### src/rtl/flap_ctrl.sv
// Frame classifier, agree filter and flap request arbiter; vote/bird_flap lag frame_done by 1 cycle, flap_req by 1 more.
// Game engine backpressure is the flap_req/flap_ack handshake, bounded by ACK_TIMEOUT and followed by a cooldown.
module flap_ctrl #(
    parameter int CNT_W        = 15,
    parameter int MARGIN       = 64,
    parameter int AGREE_FRAMES = 3,
    parameter int COOLDOWN_CYC = 2500000,
    parameter int ACK_TIMEOUT  = 1024
) (
    input  logic             clk,
    input  logic             rst,
    input  logic             enable,
    input  logic             frame_done,
    input  logic [CNT_W-1:0] cnt_up,
    input  logic [CNT_W-1:0] cnt_down,
    input  logic             key_n,
    input  logic             flap_ack,
    output logic             flap_req,
    output logic             bird_flap,
    output logic [1:0]       frame_vote,
    output logic             err_timeout
);

    localparam int AGW = $clog2(AGREE_FRAMES + 1);
    localparam int ATW = (ACK_TIMEOUT > 1) ? $clog2(ACK_TIMEOUT) : 1;
    localparam int CTW = (COOLDOWN_CYC > 1) ? $clog2(COOLDOWN_CYC) : 1;

    localparam logic [CNT_W:0] MARGIN_X  = (CNT_W + 1)'(MARGIN);
    localparam logic [AGW-1:0] AGREE_MAX = AGW'(AGREE_FRAMES);
    localparam logic [ATW-1:0] ACK_LOAD  = ATW'(ACK_TIMEOUT - 1);
    localparam logic [CTW-1:0] COOL_LOAD = CTW'(COOLDOWN_CYC - 1);

    localparam logic [1:0] VOTE_HOLD  = 2'b00;
    localparam logic [1:0] VOTE_GLIDE = 2'b01;
    localparam logic [1:0] VOTE_FLAP  = 2'b10;

    typedef enum logic [1:0] {IDLE, ARMED, REQ, COOL} state_t;

    state_t         state_q;
    logic [ATW-1:0] ack_tmr_q;
    logic [CTW-1:0] cool_tmr_q;
    logic           flap_req_q;
    logic           err_q;
    logic           key_pend_q;

    logic           key_s1_q, key_s2_q, key_s3_q;
    logic           press;
    logic [1:0]     frame_vote_q;
    logic [1:0]     cand_q, cand_d;
    logic [AGW-1:0] agree_q, agree_d;
    logic           bird_q, bird_d;

    logic [CNT_W:0] up_x, dn_x;
    logic [1:0]     vote;

    // One extra guard bit keeps count + MARGIN from wrapping at full-scale counts.
    assign up_x  = {1'b0, cnt_up};
    assign dn_x  = {1'b0, cnt_down};
    assign press = key_s3_q & ~key_s2_q;

    always_comb begin
        vote = VOTE_HOLD;
        if (dn_x > up_x + MARGIN_X) begin
            vote = VOTE_FLAP;
        end else if (up_x > dn_x + MARGIN_X) begin
            vote = VOTE_GLIDE;
        end
    end

    always_comb begin
        cand_d  = cand_q;
        agree_d = agree_q;
        bird_d  = bird_q;
        if (frame_done && vote != VOTE_HOLD) begin
            if (vote == cand_q) begin
                if (agree_q != AGREE_MAX) begin
                    agree_d = agree_q + AGW'(1);
                end
            end else begin
                cand_d  = vote;
                agree_d = AGW'(1);
            end
            if (agree_d == AGREE_MAX) begin
                bird_d = (cand_d == VOTE_FLAP);
            end
        end
    end

    always_ff @(posedge clk or negedge rst) begin
        if (!rst) begin
            key_s1_q     <= 1'b1;
            key_s2_q     <= 1'b1;
            key_s3_q     <= 1'b1;
            frame_vote_q <= VOTE_HOLD;
            cand_q       <= VOTE_HOLD;
            agree_q      <= '0;
            bird_q       <= 1'b0;
        end else begin
            key_s1_q <= key_n;
            key_s2_q <= key_s1_q;
            key_s3_q <= key_s2_q;
            if (!enable) begin
                cand_q  <= VOTE_HOLD;
                agree_q <= '0;
                bird_q  <= 1'b0;
            end else begin
                if (frame_done) begin
                    frame_vote_q <= vote;
                end
                cand_q  <= cand_d;
                agree_q <= agree_d;
                bird_q  <= bird_d;
            end
        end
    end

    always_ff @(posedge clk or negedge rst) begin
        if (!rst) begin
            state_q    <= IDLE;
            ack_tmr_q  <= '0;
            cool_tmr_q <= '0;
            flap_req_q <= 1'b0;
            err_q      <= 1'b0;
            key_pend_q <= 1'b0;
        end else if (!enable) begin
            state_q    <= IDLE;
            flap_req_q <= 1'b0;
            err_q      <= 1'b0;
            key_pend_q <= 1'b0;
        end else begin
            if (press) begin
                key_pend_q <= 1'b1;
            end
            unique case (state_q)
                IDLE: begin
                    state_q <= ARMED;
                end
                ARMED: begin
                    // A fresh press is served directly; key and camera share one request.
                    if (key_pend_q || press || bird_q) begin
                        state_q    <= REQ;
                        flap_req_q <= 1'b1;
                        key_pend_q <= 1'b0;
                        ack_tmr_q  <= ACK_LOAD;
                    end
                end
                REQ: begin
                    if (flap_ack || ack_tmr_q == '0) begin
                        state_q    <= COOL;
                        flap_req_q <= 1'b0;
                        cool_tmr_q <= COOL_LOAD;
                        if (!flap_ack) begin
                            err_q <= 1'b1;
                        end
                    end else begin
                        ack_tmr_q <= ack_tmr_q - ATW'(1);
                    end
                end
                COOL: begin
                    if (cool_tmr_q == '0) begin
                        state_q <= ARMED;
                    end else begin
                        cool_tmr_q <= cool_tmr_q - CTW'(1);
                    end
                end
                default: begin
                    state_q <= IDLE;
                end
            endcase
        end
    end

    assign flap_req    = flap_req_q;
    assign bird_flap   = bird_q;
    assign frame_vote  = frame_vote_q;
    assign err_timeout = err_q;

endmodule
### config.mk
export PLATFORM = sky130hd
export DESIGN_NAME = flap_ctrl
export DESIGN_NICKNAME = d
export VERILOG_FILES = /design/src/rtl/flap_ctrl.sv
export SDC_FILE = /design/constraint.sdc
export NUM_CORES = 1
export LEC_CHECK = 0
export BUFFER_PORTS_ARGS = -buffer_cell sky130_fd_sc_hd__buf_2
export CAP_MARGIN = 20
export CORE_ASPECT_RATIO = 1.4
export CORE_MARGIN = 3
export CORE_UTILIZATION = 50
export CTS_BUF_LIST = sky130_fd_sc_hd__clkbuf_4 sky130_fd_sc_hd__clkbuf_8
export DETAILED_ROUTE_END_ITERATION = 10
export PLACE_DENSITY = 0.69
export REMOVE_ABC_BUFFERS = 1
export SLEW_MARGIN = 20
export SYNTH_ARGS = -nofsm -noshare
export SYNTH_HDL_FRONTEND = slang
export SYNTH_SLANG_ARGS = --single-unit
### constraint.sdc
create_clock -name clk -period 3.3 [get_ports clk]
set_clock_uncertainty 0.2 [all_clocks]
set_input_delay 0.66 -clock clk [delete_from_list [all_inputs] [get_ports clk]]
set_output_delay 0.66 -clock clk [all_outputs]
set_load 0.01 [all_outputs]
==> impl_results.md, run 1 <==
* Post-synthesis cell type count at 61
* CTS tree: done
* Final Setup Violations at 0
* Vias in the first global route at 2923
* Clk sinks at 47
* Asr flop ratio synth at 100%
* Gpl congestion at 0.976
* Minimum clock period at 3.08 ns
* Nets at 514
* Clock Path Buffers at 2
* Sequential power share at 44.6%
* Total global-route track usage at 20.9%
* Reg clk slew, reported paths at 0.09 ns
* Largest net degree at the start of global routing at 48
* Pint at 1.12 mW
* Critical path capture point type: register
* Post-CTS Setup Inserts at 0
* Core box area at 6380 sq um
* Most common cell after layout, fill and taps aside: dfrtp_1
* Clk_lat worst skew at 0.30 ns
* CTS buffer count at 5
* Max Slew Vio Count at 0
* Req. time, crit path at 3.29 ns
* Clock share of power at 22.0%
* Power Density at 450 nW/um^2
* Final hold vios at 0
* Seq/Total Area, Yosys at 34.9%
* CP Data Arrival Time at 3.07 ns
* Antenna Nets Post-Route at 0
* Number of synthesized flops with an enable pin at 0
* Rows at 34
* Max-Cap Viols at 0
* CP Class: primary input to register
* Critical path launch point type: primary input
* Status: finished, final reports clean
* # IOs at 41
* Post-DP HPWL at 6030 um
* Hold Path Class: primary input to async pin
* Final WL at 7440 um
* Worst Tran Pin Value at 0.843 ns
* Max FO, Critical Path at 4
* Switching power total at 0.633 mW
* Register bit total from synthesis at 47
* Cell count after synthesis at 381
* IO buf count at 40
* Die height at 103 um
* P&R area growth vs syn at 15.0%
* Initial antenna violation count at 0
* Most frequent cells in the layout: dfrtp_1 (44), buf_2 (39), nor2_1 (37), ha_1 (36), nand2_1 (34)
* Cells on worst reg2reg path at 9
* Vias at 2972
* VDD IR max at 193 uV
* Mapped cell area at 3380 sq um
* Ant diodes at 0
* Post-Place Cells at 507
* Part of the cycle the worst path needs at 93.2%
* Avg WL per Cell at 14.4 um
* Layout cells sized above 1 at 18.5%
* Tot Pwr at 1.75 mW
* Die W at 75.5 um
* Max Freq at 325 MHz
* DRC viols at 0
* Initial Utilization at 52.9%
* Drt initial violations at 109
* RSZ-0062 raised after global routing: false
* Gate power share at 33.4%
* H-tree Lvls at 2
* Ys Warns at 0
* Switching share of total power at 36.2%
* Final std cells w/o fill at 515
* Syn Area/Cell at 8.87 sq um
* Drt via density at 5.77
* Max-slew headroom at 43.3%
* Die ar. at 7790 sq um
* DRT Pass-1 Iters at 4
* Top_reg_cell synth: dfrtp_1
* Leakage power at 1.76 nW
* Root Buffer: clkbuf_8
* Total grt overflow at 0
* First-pass GRT wire length at 12700 um
## through the flow
step / util, % / TNS (ns) / hold WS (ns) / instance area, sq um / setup slack [ns]
2_1_floorplan: - / 0 / 0.145 / 3340 / 0.145
3_3_place_gp: 59.1 / 0 / 0.148 / 3770 / 0.0177
3_5_place_dp: 59.1 / -0.245 / 0.159 / 3770 / -0.112
4_1_cts: 60.7 / 0 / 0.172 / 3880 / 0.213
5_1_grt: 60.9 / 0 / 0.175 / 3890 / 0.0357
6_report: 60.9 / 0 / 0.156 / 3890 / 0.224
## worst paths after layout
check / from / to / slack (ns)
min in group clk: key_s2_q / key_s3_q / 0.18
hold / removal: rst / cool_tmr_q[11] / 0.16
max in group asynchronous: rst / agree_q[1] / 2.35
setup / recovery: cnt_down[7] / agree_q[0] / 0.22
hold reg to reg: key_s2_q / key_s3_q / 0.18
setup reg to reg: ack_tmr_q[0] / cool_tmr_q[18] / 0.54
## per-layer routing
metal / track usage [%] / up-vias / share of wire (%)
met4: 7.40 / 0 / 3.1
li1: - / 1484 / -
met3: 2.13 / 14 / 2.1
met5: 0 / - / 0
met2: 40.0 / 44 / 55
met1: 23.3 / 1430 / 39
## synth_stat cells, drive strengths merged, types with 3 or more instances
cell	number	share of area, %
a21oi	20	3.0
xor2	14	3.6
ha	36	13
nand2	34	3.8
nor3	10	1.5
nand4	8	1.7
a211oi	3	0.67
nand3b	3	0.67
o21a	5	1.1
o21ai	13	1.9
nor3b	3	0.81
dfstp	3	2.3
xnor2	16	4.1
inv	33	3.7
nor4	6	1.7
clkbuf	3	0.37
or3	9	1.7
nand3	24	3.7
and3	8	1.5
a31oi	7	1.3
or4	3	0.67
nor2	37	4.1
a21o	3	0.67
dfrtp	44	33
nand2b	3	0.56
## state kept, by name, summed over array words and instances (netlist names)
signal       cells
ack_tmr_q       10
key_s2_q         1
key_pend_q       1
err_timeout      1
frame_vote       2
cool_tmr_q      22
bird_flap        1
cand_q           2
flap_req         1
key_s1_q         1
state_q          2
agree_q          2
key_s3_q         1
## layout make-up
type,instances,area (sq um)
Clock buffer,7,96.3
Sequential cell,47,1180
Multi-Input combinational cell,295,2040
Clock inverter,1,7.51
Timing Repair Buffer,59,345
Tap cell,72,90.1
Inverter,34,128
Fill cell,576,2490
## worst max-delay path, stage by stage
cell	delay [ns]
buf_2	0.12
ha_1	0.17
and3_1	0.20
nand2_1	0.06
nor2_1	0.12
xnor2_1	0.15
ha_1	0.27
and3_1	0.16
a221o_1	0.32
a2111o_1	0.31
and3_1	0.19
o31a_1	0.24
o31a_1	0.10
## timing repair
item / 4_1_cts / 5_1_grt
endpoints found under the setup margin: 0 / 1
hold buffers: 0 / 0
hold endpoints to repair: 0 / 0
gates resized for setup: 0 / 1
## power groups by stage
stage / Combinational (mW) / Clock, mW / Sequential (mW)
finish: 0.585 / 0.385 / 0.780
global route: 0.674 / 0.419 / 0.798
CTS: 0.592 / 0.394 / 0.780
detailed placement: 0.588 / 0 / 0.791
global placement: 0.578 / 0 / 0.786
floorplan: 0.412 / 0 / 0.774
## logic make-up after synthesis
family / after synthesis / synth area share, %
and+or+nand+nor: 155 / 24.0
AOI/OAI and AO/OA: 73 / 14.7
DFF: 47 / 34.9
buffers and inverters: 39 / 4.93
adders and majority gates: 36 / 13.3
xor gates and xnor gates: 30 / 7.78
muxes: 1 / 0.333
No activity file was read; power rests on OpenSTA's default activity.
==> run 2, diff against run 1 <==
Settings changed: REMOVE_ABC_BUFFERS 1 to default.
Clock period 3.3 ns to 3 ns, I/O delays scaled along.
==> impl_results.md, run 2 (synthesis gave the netlist of run 1 again) <==
* Reg clk slew, reported paths at 0.08 ns (about the same)
* Most frequent cells in the layout: dfrtp_1 (44), buf_2 (38), ha_1 (34)
* Syn nets at 453
* Clk sinks at 47 (unchanged)
* Worst Tran Pin Value at 0.511 ns (-0.331 ns)
* Vias at 3029 (+1.9%)
* Max-slew headroom at 65.7% (+22 points)
* Dpl cell area at 3870 sq um (+2.5%)
* CTS buffer count at 5 (unchanged)
* VDD IR max at 296 uV (+53%)
* Total global-route track usage at 20.6% (-0.28 points)
* # IOs at 41 (unchanged)
* Worst Hold Margin at 0.157 ns (+0.00138 ns)
* Tot Pwr at 2.10 mW (+20%)
* Post-DP HPWL at 5970 um (-0.93%)
* Die ar. at 7790 sq um (unchanged)
* Vias in the first global route at 3019 (+3.3%)
* CP Class: primary input to register
* CP Data Arrival Time at 2.92 ns (-0.15 ns)
* Critical path capture point type: register
* Crit path max-delay family: compound AO/OA/AOI/OAI gates
* Antenna Nets Post-Route at 0 (unchanged)
* DRC viols at 0 (unchanged)
* Largest Register: cool_tmr_q
* Max FO, Critical Path at 4 (unchanged)
* First-pass GRT wire length at 12700 um (-0.65%)
* Top Registers: cool_tmr_q x22, ack_tmr_q x10
* Nets at 528 (+2.7%)
* Max FFs per register at 22 (unchanged)
* Ant diodes at 0 (unchanged)
* Max Slew Vio Count at 0 (unchanged)
* Largest net degree at the start of global routing at 37 (-23%)
* Final std cells w/o fill at 529 (+2.7%)
* Final WL at 7560 um (+1.6%)
* Total grt overflow at 0 (unchanged)
* H-tree Lvls at 2 (unchanged)
* Max-Cap Viols at 0 (unchanged)
* Core box area at 6380 sq um (unchanged)
* Final Setup Violations at 0 (unchanged)
* Drt via density at 5.73 (-0.78%)
* Final hold vios at 0 (unchanged)
* Status: finished, final reports clean
* Rows at 34 (unchanged)
* Gpl congestion at 0.899 (-7.9%)
* Req. time, crit path at 2.99 ns (-0.30 ns)
* Root Buffer: clkbuf_8
* Max Freq at 341 MHz
* Critical path launch point type: primary input
* Die W at 75.5 um (unchanged)
* Power Density at 511 nW/um^2 (+14%)
* Layout cells sized above 1 at 24.5% (+6.0 points)
* Clk_lat worst skew at 0.30 ns (about the same)
* Most frequent CP cell: and3_4
* CTS tree: done
* Fill cells at 546 (-5.2%)
* Initial Utilization at 52.9% (unchanged)
* Drt initial violations at 132 (+21%)
* Post-route cell area at 4120 sq um (+6.0%)
* Slowest cell on crit path: a2111o_1
* Part of the cycle the worst path needs at 97.7%
* CP bufs+invs at 1 (unchanged)
* DRT Pass-1 Iters at 4 (unchanged)
* Post-route setup TNS at 0 ns (unchanged)
* Die height at 103 um (unchanged)
* CP Cell Sequence: buf_4, ha_4, and3_4, nand3_1, xor2_1, ha_1, and3_4, a221o_1, a2111o_1, and3_4, o31a_1, o31a_1
* Initial antenna violation count at 0 (unchanged)
* Leakage power at 1.85 nW (+5.3%)
* Post-Place Cells at 516 (+1.8%)
* CP max stage delay at 0.37 ns (+0.05 ns)
* Hold Path Class: register to register
* Avg WL per Cell at 14.3 um (-1.1%)
* Clock Path Buffers at 2 (unchanged)
* Minimum clock period at 2.93 ns
* IO buf count at 40 (unchanged)
* Most common cell after layout, fill and taps aside: dfrtp_1
* P&R area growth vs syn at 21.9%
[run 2: cell types whose count changed in the layout (fill, tap and decap cells not counted), sizes merged]
cell and delta:
clkinvlp -1, bufinv +2, buf +13, clkbuf -1
dlygate4sd3 +1
[run 2: report_power, final]
group | total [mW] | internal [mW] | leakage (nW) | switching (mW)
logic | 0.692 | 0.299 | 1.25 | 0.392
registers | 0.859 | 0.746 | 0.531 | 0.113
clock network | 0.553 | 0.342 | 0.0688 | 0.211
total | 2.10 | 1.39 | 1.85 | 0.716
[run 2: timing repair]
action                                  4_1_cts  5_1_grt
setup buffers                                 0        4
endpoints found under the setup margin        2        9
hold buffers                                  1        0
resized for setup                             2       17
pin swaps                                     1       14
endpoints found under the hold margin         9        0
[run 2: final timing paths]
path,to,cells after the start,slack (ns),start
max,agree_q[0],12,0.07,cnt_down[6]
min,key_s2_q,0,0.16,key_s1_q
max reg2reg,ack_tmr_q[6],9,0.36,ack_tmr_q[0]
min reg2reg,key_s2_q,0,0.16,key_s1_q
max in group asynchronous,key_s3_q,3,1.35,rst
min in group asynchronous,cool_tmr_q[7],2,0.50,rst
[run 2: final cells by class]
cell class	count	area [sq um]	area share (%)
Clock inverter	2	60.1	1.46
Sequential cell	47	1180	28.7
Multi-Input combinational cell	295	2120	51.6
Tap cell	72	90.1	2.19
Inverter	34	128	3.10
Clock buffer	6	76.3	1.85
Timing Repair Buffer	73	459	11.2
[run 2: worst register-to-register path, stage by stage (launching register included)]
cell and delay (ns):
dfrtp_1 0.39, inv_1 0.07, ha_1 0.22, nor3b_1 0.15, a31oi_1 0.43, o2111a_1 0.37, nand3b_1 0.20, nor4_1 0.27
xnor2_1 0.16, nand2_1 0.06
[run 2: per-stage QoR]
step / utilization, % / setup slack [ns]
floorplan: - / -0.0200
CTS: 63.0 / 0.00266
finish: 64.5 / 0.0684
global route: 64.5 / -0.0378
detailed placement: 60.6 / -0.389
global placement: 60.6 / -0.403
[run 2: layer usage]
layer | global-route usage [%] | wire (um)
met4 | 7.94 | 194
met1 | 21.9 | 3000
met2 | 39.5 | 4140
met3 | 3.19 | 223
met5 | 0 | 0
==> run 3, diff against run 2 <==
==> constraint.sdc (replaced) <==
create_clock -name clk -period 3 [get_ports clk]
set_clock_uncertainty 0.2 [all_clocks]
set_input_delay 0.15 -clock clk [delete_from_list [all_inputs] [get_ports clk]]
set_output_delay 0.15 -clock clk [all_outputs]
set_load 0.01 [all_outputs]
==> impl_results.md, run 3 (synthesis gave the netlist of run 1 again) <==
* Req. time, crit path at 2.99 ns (about the same)
* Drt initial violations at 89 (-33%)
* Max Slew Vio Count at 0 (unchanged)
* H-tree Lvls at 2 (unchanged)
* Area of the multi-input gates at 2030 sq um (-4.4%)
* WHS Path Cells at 0 (unchanged)
* Max FFs per register at 22 (unchanged)
* Worst hold endpoint: key_s2_q
* Final Setup Violations at 0 (unchanged)
* Hold Path Class: register to register
* Gate power share at 32.2% (-0.7 points)
* Max Freq at 363 MHz (+6.5%)
* P&R area growth vs syn at 13.8%
* Initial Utilization at 52.9% (unchanged)
* Largest Register: cool_tmr_q
* Initial antenna violation count at 0 (unchanged)
* Reg area at 1180 sq um (unchanged)
* Final std cells w/o fill at 507 (-4.2%)
* Worst Tran Pin Value at 0.664 ns (+0.153 ns)
* Clk sinks at 47 (unchanged)
* IO buf count at 40 (unchanged)
* Clk_lat worst skew at 0.30 ns (about the same)
* DRC viols at 0 (unchanged)
* Root Buffer: clkbuf_8
* CP Data Arrival Time at 2.74 ns (-0.18 ns)
* Gpl congestion at 0.906 (+0.85%)
* Power Density at 515 nW/um^2 (+0.79%)
* Most common cell after layout, fill and taps aside: dfrtp_1
* Fill cells at 569 (+4.2%)
* CTS buffer count at 5 (unchanged)
* Post-Place Cells at 494 (-4.3%)
* First-pass GRT wire length at 12700 um (unchanged)
* Rows at 34 (unchanged)
* VDD IR max at 204 uV (-31%)
* Total grt overflow at 0 (unchanged)
* Switching share of total power at 35.3% (+1.2 points)
* Switching power total at 0.698 mW (-2.5%)
* Final WL at 7220 um (-4.5%)
* Part of the cycle the worst path needs at 91.7% (-6.0 points)
* Total global-route track usage at 20.6% (-0.027 points)
* RSZ-0062 raised after global routing: false
* Leakage power at 1.72 nW (-7.1%)
* Nets at 506 (-4.2%)
* Drt via density at 5.80 (+1.3%)
* Cells on worst reg2reg path at 9 (unchanged)
* CTS tree: done
* Die W at 75.5 um (unchanged)
* Minimum clock period at 2.75 ns (-0.180 ns)
* Status: finished, final reports clean
* Critical path capture point type: register
* Die height at 103 um (unchanged)
* Pint at 1.28 mW (-7.6%)
* Max-Cap Viols at 0 (unchanged)
* Sequential power share at 43.5% (+2.7 points)
* Top Registers: cool_tmr_q x22, ack_tmr_q x10
* Avg WL per Cell at 14.2 um (-0.38%)
* # IOs at 41 (unchanged)
* Critical path launch point type: register
* Worst Hold Margin at 0.155 ns (-0.00186 ns)
* R2R Setup Slk at 0.25 ns (-0.11 ns)
* Most frequent cells in the layout: dfrtp_1 (44), buf_2 (39), nor2_1 (37), ha_1 (36), nand2_1 (34)
* Largest net degree at the start of global routing at 48 (+30%)
* Final hold vios at 0 (unchanged)
* CP Class: register to register
* Reg clk slew, reported paths at 0.09 ns (about the same)
* Antenna Nets Post-Route at 0 (unchanged)
* Max FO, Critical Path at 19 (+15)
* Post-DP HPWL at 5700 um (-4.5%)
* FF-to-FF Start: cool_tmr_q[0]
* Clock share of power at 24.2% (-2.1 points)
* Die ar. at 7790 sq um (unchanged)
* Vias in the first global route at 2928 (-3.0%)
* R2R Path End: cool_tmr_q[16]
* Post-CTS Setup Inserts at 0 (unchanged)
* Post-route setup TNS at 0 ns (unchanged)
* Layout cells sized above 1 at 15.6% (-8.9 points)
* HP Start: key_s1_q
* Syn nets at 453 (unchanged)
* Ant diodes at 0 (unchanged)
* DRT Pass-1 Iters at 5 (+1)
* Tot Pwr at 1.98 mW (-5.9%)
* Clock Path Buffers at 2 (unchanged)
* Core box area at 6380 sq um (unchanged)
* Vias at 2940 (-2.9%)
* Max-slew headroom at 55.7% (-10 points)
run 3: changes by cell type in the layout (fill, tap and decap cells not counted), sizes merged:
cell / change
bufinv: -1
dlygate4sd3: +4
buf: -26
clkinv: +1
run 3: what timing repair did:
item / CTS / global route
resized for setup: 0 / 0
hold endpoints to repair: 48 / 0
hold buffers: 5 / 0
run 3: power by group through the flow:
stage	clock network [mW]	logic (mW)	registers, mW
after global placement	0	0.619	0.867
after CTS	0.496	0.647	0.861
after detailed placement	0	0.638	0.870
after global routing	0.525	0.740	0.879
final	0.480	0.638	0.862
after floorplan	0	0.479	0.851
run 3: how the worst max path moves through the flow:
stage | cells after the start | startpoint | to
floorplan | 13 | cnt_up[6] | agree_q[0]
global placement | 15 | cnt_up[6] | bird_flap
detailed placement | 14 | cnt_up[6] | agree_q[0]
CTS | 9 | cool_tmr_q[0] | cool_tmr_q[16]
global route | 9 | cool_tmr_q[0] | cool_tmr_q[16]
finish | 9 | cool_tmr_q[0] | cool_tmr_q[16]
run 3: layer usage:
metal	share of wire, %	vias up	global-route usage [%]
met5	0	-	0
met4	2.7	0	9.02
met3	3.7	20	3.68
met2	52	74	36.9
met1	42	1377	23.5
li1	-	1469	-
run 3: per-stage QoR:
stage | utilization (%) | worst slack (ns) | cell area (sq um)
floorplan | - | 0.355 | 3380
global placement | 57.6 | 0.176 | 3670
detailed placement | 57.6 | 0.0980 | 3670
CTS | 60.2 | 0.225 | 3840
global route | 60.3 | 0.0246 | 3840
finish | 60.3 | 0.248 | 3840
run 3: cell type report:
cell class                 instances  area share (%)
timing repair buffer              51            7.74
clock buffer                       6            2.15
sequential                        47            30.7
multi-input combinational        295            52.8
inverter                          34            3.32
clock inverter                     2           0.911
tap                               72            2.34
run 3: critical path: stages (launching register included):
cell     delay (ns)
dfrtp_1        0.43
inv_1          0.07
ha_1           0.17
nor3b_2        0.20
nand4_1        0.19
o41a_1         0.39
o21a_1         0.44
and4_1         0.34
xnor2_1        0.14
nor2_1         0.05
